[config.mk]
export PLATFORM = sky130hd
export DESIGN_NAME = memory_controller_input
export DESIGN_NICKNAME = d
export VERILOG_FILES = /design/src/rtl/memory_controller_pkg.sv /design/src/rtl/memory_controller_input_pkt_credit_counter.sv /design/src/rtl/memory_controller_input.sv
export SDC_FILE = /design/constraint.sdc
export NUM_CORES = 1
export LEC_CHECK = 0
export BUFFER_PORTS_ARGS = -buffer_cell sky130_fd_sc_hd__buf_2
export CELL_PAD_IN_SITES_DETAIL_PLACEMENT = 1
export CELL_PAD_IN_SITES_GLOBAL_PLACEMENT = 1
export CORE_AREA = 10 10 81 83
export DETAILED_ROUTE_END_ITERATION = 7
export DIE_AREA = 0 0 91 93
export GPL_TIMING_DRIVEN = 0
export HOLD_SLACK_MARGIN = 0.02
export PLACE_DENSITY = 0.74
export SKIP_LAST_GASP = 1
export SLEW_MARGIN = 20
export SYNTH_ARGS = -nofsm -noshare
export SYNTH_HDL_FRONTEND = slang
export SYNTH_SLANG_ARGS = --single-unit
export TNS_END_PERCENT = 100
[constraint.sdc]
create_clock -name clk -period 4.02 [get_ports clk]
set_clock_uncertainty 0.2 [all_clocks]
set_input_delay 0.804 -clock clk [delete_from_list [all_inputs] [get_ports clk]]
set_output_delay 0.804 -clock clk [all_outputs]
set_load 0.005 [all_outputs]
[src/rtl/memory_controller_pkg.sv]
// Shared constants and state encoding for the crossbar port-buffer controllers.
package memory_controller_pkg;

    localparam int unsigned BURST_LEN = 4;
    localparam int unsigned DATA_W    = 8;
    localparam int unsigned ADDR_W    = 10;
    localparam int unsigned SLOTS     = 256;
    localparam int unsigned CNT_W     = 9;

    typedef enum logic {
        StIdle,
        StBody
    } wr_state_e;

endpackage

[src/rtl/memory_controller_input_pkt_credit_counter.sv]
// Count of complete packets held in the buffer; up on completion, down on read start.
module pkt_credit_counter
    import memory_controller_pkg::*;
(
    input  logic clk,
    input  logic rst,
    input  logic inc,
    input  logic dec,
    output logic req,
    output logic full,
    output logic underflow
);

    localparam logic [CNT_W-1:0] FullCnt = CNT_W'(SLOTS);

    logic [CNT_W-1:0] cnt_q, cnt_d;
    logic             dec_ok;

    always_comb begin
        dec_ok    = dec && (cnt_q != '0);
        underflow = dec && (cnt_q == '0);
        cnt_d     = cnt_q;
        // A completion and a consumption in the same cycle cancel out.
        if (inc && !dec_ok) begin
            cnt_d = cnt_q + CNT_W'(1);
        end else if (!inc && dec_ok) begin
            cnt_d = cnt_q - CNT_W'(1);
        end
    end

    always_ff @(posedge clk or negedge rst) begin
        if (!rst) begin
            cnt_q <= '0;
        end else begin
            cnt_q <= cnt_d;
        end
    end

    assign req  = (cnt_q != '0);
    assign full = (cnt_q == FullCnt);

endmodule

[src/rtl/memory_controller_input.sv]
// Write-side port-buffer controller: packs 4-word ingress packets into consecutive memory slots.
module memory_controller_input
    import memory_controller_pkg::*;
#(
    parameter int unsigned DATA_W = memory_controller_pkg::DATA_W,
    parameter int unsigned ADDR_W = memory_controller_pkg::ADDR_W
) (
    input  logic              clk,
    input  logic              rst,
    input  logic              in_valid,
    input  logic              in_sop,
    input  logic [DATA_W-1:0] in_data,
    input  logic              rd_start,
    output logic              in_ready,
    output logic              wen,
    output logic [ADDR_W-1:0] waddr,
    output logic [DATA_W-1:0] wdata,
    output logic              req,
    output logic              full,
    output logic              err
);

    localparam int unsigned SLOT_W = ADDR_W - 2;

    wr_state_e         state_q, state_d;
    logic [1:0]        beat_q, beat_d;
    logic [SLOT_W-1:0] slot_q, slot_d;
    logic              wen_q, err_q;
    logic [ADDR_W-1:0] waddr_q;
    logic [DATA_W-1:0] wdata_q;

    logic              wr_en;
    logic [ADDR_W-1:0] wr_addr;
    logic              complete;
    logic              proto_err;
    logic              underflow;

    pkt_credit_counter u_credit (
        .clk       (clk),
        .rst       (rst),
        .inc       (complete),
        .dec       (rd_start),
        .req       (req),
        .full      (full),
        .underflow (underflow)
    );

    always_comb begin
        state_d   = state_q;
        beat_d    = beat_q;
        slot_d    = slot_q;
        wr_en     = 1'b0;
        wr_addr   = waddr_q;
        complete  = 1'b0;
        proto_err = 1'b0;
        unique case (state_q)
            StIdle: begin
                if (in_valid) begin
                    if (!in_sop) begin
                        proto_err = 1'b1;
                    end else if (!full) begin
                        wr_en   = 1'b1;
                        wr_addr = {slot_q, 2'b00};
                        beat_d  = 2'd1;
                        state_d = StBody;
                    end
                end
            end
            StBody: begin
                if (in_valid) begin
                    wr_en = 1'b1;
                    if (in_sop) begin
                        // Restart the same slot; stale partial words get overwritten.
                        proto_err = 1'b1;
                        wr_addr   = {slot_q, 2'b00};
                        beat_d    = 2'd1;
                    end else begin
                        wr_addr = {slot_q, beat_q};
                        beat_d  = beat_q + 2'd1;
                        if (beat_q == 2'd3) begin
                            complete = 1'b1;
                            slot_d   = slot_q + SLOT_W'(1);
                            state_d  = StIdle;
                        end
                    end
                end
            end
        endcase
    end

    always_ff @(posedge clk or negedge rst) begin
        if (!rst) begin
            state_q <= StIdle;
            beat_q  <= '0;
            slot_q  <= '0;
            wen_q   <= 1'b0;
            waddr_q <= '0;
            wdata_q <= '0;
            err_q   <= 1'b0;
        end else begin
            state_q <= state_d;
            beat_q  <= beat_d;
            slot_q  <= slot_d;
            wen_q   <= wr_en;
            err_q   <= proto_err || underflow;
            if (wr_en) begin
                waddr_q <= wr_addr;
                wdata_q <= in_data;
            end
        end
    end

    assign in_ready = (state_q == StBody) || !full;
    assign wen      = wen_q;
    assign waddr    = waddr_q;
    assign wdata    = wdata_q;
    assign err      = err_q;

endmodule

==> summary.txt <==
Run status
  – Status: finished clean

Layout
  – Area delta synth->final: 17.3%
  – Post-layout instance area: between 2000 and 3000 µm²
  – Fillcell total: around 570
  – Reg area: approximately 1000 µm²
  – Fraction of layout cells with a size suffix above 1: a little under a third
  – Non-Filler Instances: roughly 290
  – Area of the multi-input gates: about 1100 µm²
  – # diodes: 0
  – Layout net count: about 250

Worst hold path
  – Hold Path Class: flop to flop
  – WHS Endpoint: slot_q[7]$_DFFE_PN0P_
  – Hold Path Cell Cnt: 1
  – Hold_sp: slot_q[7]$_DFFE_PN0P_

Yosys
  – Post-synthesis cell type count: 40
  – Post-synthesis sequential area ratio: between 40% and 50%
  – Post-synth EDFFs: 0
  – Post-synth top flop: dfrtp_1
  – Yosys reg bits: 40
  – FFs w/ async S/R, synth: 100%
  – Area contributors post-synth: dfrtp_1 47%, mux2_4 11%, ha_1 6.4%
  – Synthesized instance count: 180
  – Synth Cell Area: between 2000 and 2500 µm²
  – Synth area leader: dfrtp_1
  – Synth cell count leaders: 40 x dfrtp_1, 17 x nand2_1, 16 x mux2_4, 11 x a21oi_1, 11 x ha_1
  – Top-count cell post-synth: dfrtp_1
  – Ys Warns: 0
  – Post-synth net total: between 200 and 250
  – Syn Area/Cell: approximately 12 µm²
  – Synth top area share: between 40% and 50%

STA
  – Setup slack after layout: approximately 0.55 ns
  – Slew HR: 41.6%
  – Min Tclk post-route: 3.47 ns
  – Final Cycle Share: 86.2%
  – RSZ-0062 raised after global routing: false
  – Slew Limit Fails: 0
  – Fin. Hold Viols: 0
  – Post-route setup TNS: 0 ns
  – Fmax: between 200 and 300 MHz
  – Final setup vio count: 0
  – Worst-Margin Slew: 0.876 ns

Critical path
  – Crit path top cell by count: ha_1
  – Critical Path Fanout Max: 8
  – Worst R2R End: u_credit.cnt_q[8]$_DFFE_PN0P_
  – Setup CP Type: input port to flop
  – Max incr delay on CP: 0.41 ns
  – CP Data Arrival Time: ~3.5 ns
  – Critical path required time: ~4.0 ns
  – Worst reg-to-reg path cell count: 11
  – CP Launch Type: input port
  – Reg-to-Reg Start: u_credit.cnt_q[0]$_DFFE_PN0P_
  – Crit-path cells: buf_2 > nand2_1 > nor3_4 > ha_1 > inv_1 > ha_1 > nand2b_1 > a21oi_1 > a41oi_1 > o31a_1 > a22o_1
  – Critical path origin: in_valid
  – CP endpoint kind: flop
  – Worst R2R Setup Slack: roughly 0.62 ns
  – Slowest CP cell: ha_1

Floorplan
  – Starting Density: 42.7%
  – DIE WIDTH: roughly 91 µm
  – # rows: 26
  – Core ar.: 5010 µm²
  – Die Ht: between 90 and 100 µm
  – Die area: roughly 8500 µm²
  – Top Ports: 36

Clock tree
  – Post-CTS Setup Repair Bufs: 0
  – Num CTS Buffers: 5
  – Max Root-Sink Buffers: 2
  – Clock slew at reported path FFs: approximately 0.08 ns
  – TritonCTS clock tree: done
  – Clk Latency, worst-skew pair: just under 0.3 ns
  – Root Driver: clkbuf_8
  – Post-CTS Hold Fix Bufs: 0
  – Post-CTS Resized: 0
  – Clk sinks: 40
  – H-tree levels: 2

Place
  – Area post-placement: ~2400 µm²
  – Port bufs: 35
  – Dpl ws: ~0.21 ns
  – Placed cells: 285
  – Final GP Congestion: 0.752
  – DP HPWL: around 3800 µm

Detailed routing
  – Vias: between 1500 and 2000
  – Post-route DRC violation count: 0
  – Post-route antenna net violation count: 0
  – DR vias/cell: ~5.2
  – DR pass1 iterations: 3
  – Drt wl/cell: between 15 and 20 µm
  – DRT Wirelength: between 4000 and 5000 µm
  – DRT iter0 DRCs: 29

Run
  – Maximum capacitance violations: 0

GRT
  – Global-route wire length before repair: 8390 µm
  – Gr ovfl total: 0
  – Number of global-route vias before repair: around 1600
  – Pin count of the biggest net entering global routing: roughly 40
  – Initial antenna violation count: 0
  – GR Util All Layers: 11.7%

Pwr
  – Lkg Pwr: 1.22 nW
  – Pwr dens: around 700 nW/µm²
  – Worst vdd ir: roughly 0.00033 V
==> where the power goes <==
part | switching [mW] | internal [mW]
logic | 0.384 | 0.352
registers | 0.132 | 0.523
clock network | 0.133 | 0.184
total | 0.649 | 1.06
==> critical path: cells and delay by family <==
family	cells	cell delay (ns)
fa+ha+maj	2	0.79
compound gates	4	0.92
buf+inv	2	0.39
simple gates	3	0.55
==> cells in the final DEF (no fill, tap or decap), types with 2 or more instances in the layout <==
cell,Yosys,routed
a21oi_1,11,11
inv_1,9,9
a211oi_1,4,4
o21ai_0,7,7
clkbuf_8,0,5
xnor2_1,6,6
nand2_8,2,2
xor2_1,7,7
nor4_4,2,2
o31ai_1,2,2
ha_1,11,11
dfrtp_1,40,40
nor3_1,3,3
nor2_1,9,9
and3_1,3,3
nand4_1,5,5
nand2_1,17,17
o21a_1,2,2
o21bai_1,2,2
mux2_4,16,16
clkbuf_1,1,2
o211ai_1,2,2
buf_2,0,35
==> per-layer routing <==
layer  global-route usage, %  vias up  wire length [µm]
met4                    3.13        0                56
met5                       0        -                 0
met3                    2.72        4               172
met2                    19.6       31              2320
li1                        -      724                 -
met1                    14.9      758              2240
==> area by class of cell <==
cell class	count	area share [%]
Timing Repair Buffer	35	6.99
Inverter	10	1.50
Sequential cell	40	39.9
Tap cell	70	3.49
Clock buffer	6	2.89
Multi-Input combinational cell	128	43.5
Buffer	2	0.299
Clock inverter	2	1.40
==> worst max-delay path by stage <==
stage,endpoint,slack (ns)
after CTS,u_credit.cnt_q[8]$_DFFE_PN0P_,0.51
after detailed placement,u_credit.cnt_q[8]$_DFFE_PN0P_,0.21
after global routing,u_credit.cnt_q[8]$_DFFE_PN0P_,0.33
after global placement,u_credit.cnt_q[8]$_DFFE_PN0P_,0.25
final,u_credit.cnt_q[8]$_DFFE_PN0P_,0.55
after floorplan,u_credit.cnt_q[8]$_DFFE_PN0P_,0.89
==> registers in the layout, summed over array words and instances, names as in the netlist <==
signal,count
waddr,10
u_credit.cnt_q,9
slot_q,8
wdata,8
beat_q,2
err,1
state_q,1
wen,1
==> stage by stage <==
step	util [%]	total power, mW	hold WS (ns)
2_1_floorplan	-	1.19	0.242
3_3_place_gp	47.9	1.37	0.257
3_5_place_dp	47.9	1.41	0.272
4_1_cts	50.1	1.74	0.282
5_1_grt	50.1	1.86	0.286
6_report	50.1	1.71	0.282
==> cells by family after synthesis <==
kind of cell             share of synthesized area, %
AND/OR/NAND/NOR                                  13.9
flip-flops                                       46.8
AO/OA/AOI/OAI                                    12.2
multiplexers                                     12.2
XOR/XNOR                                         5.33
buffers and inverters                            2.11
adder cells (fa/ha/maj)                          7.38
Power figures use the tool's default switching activity.
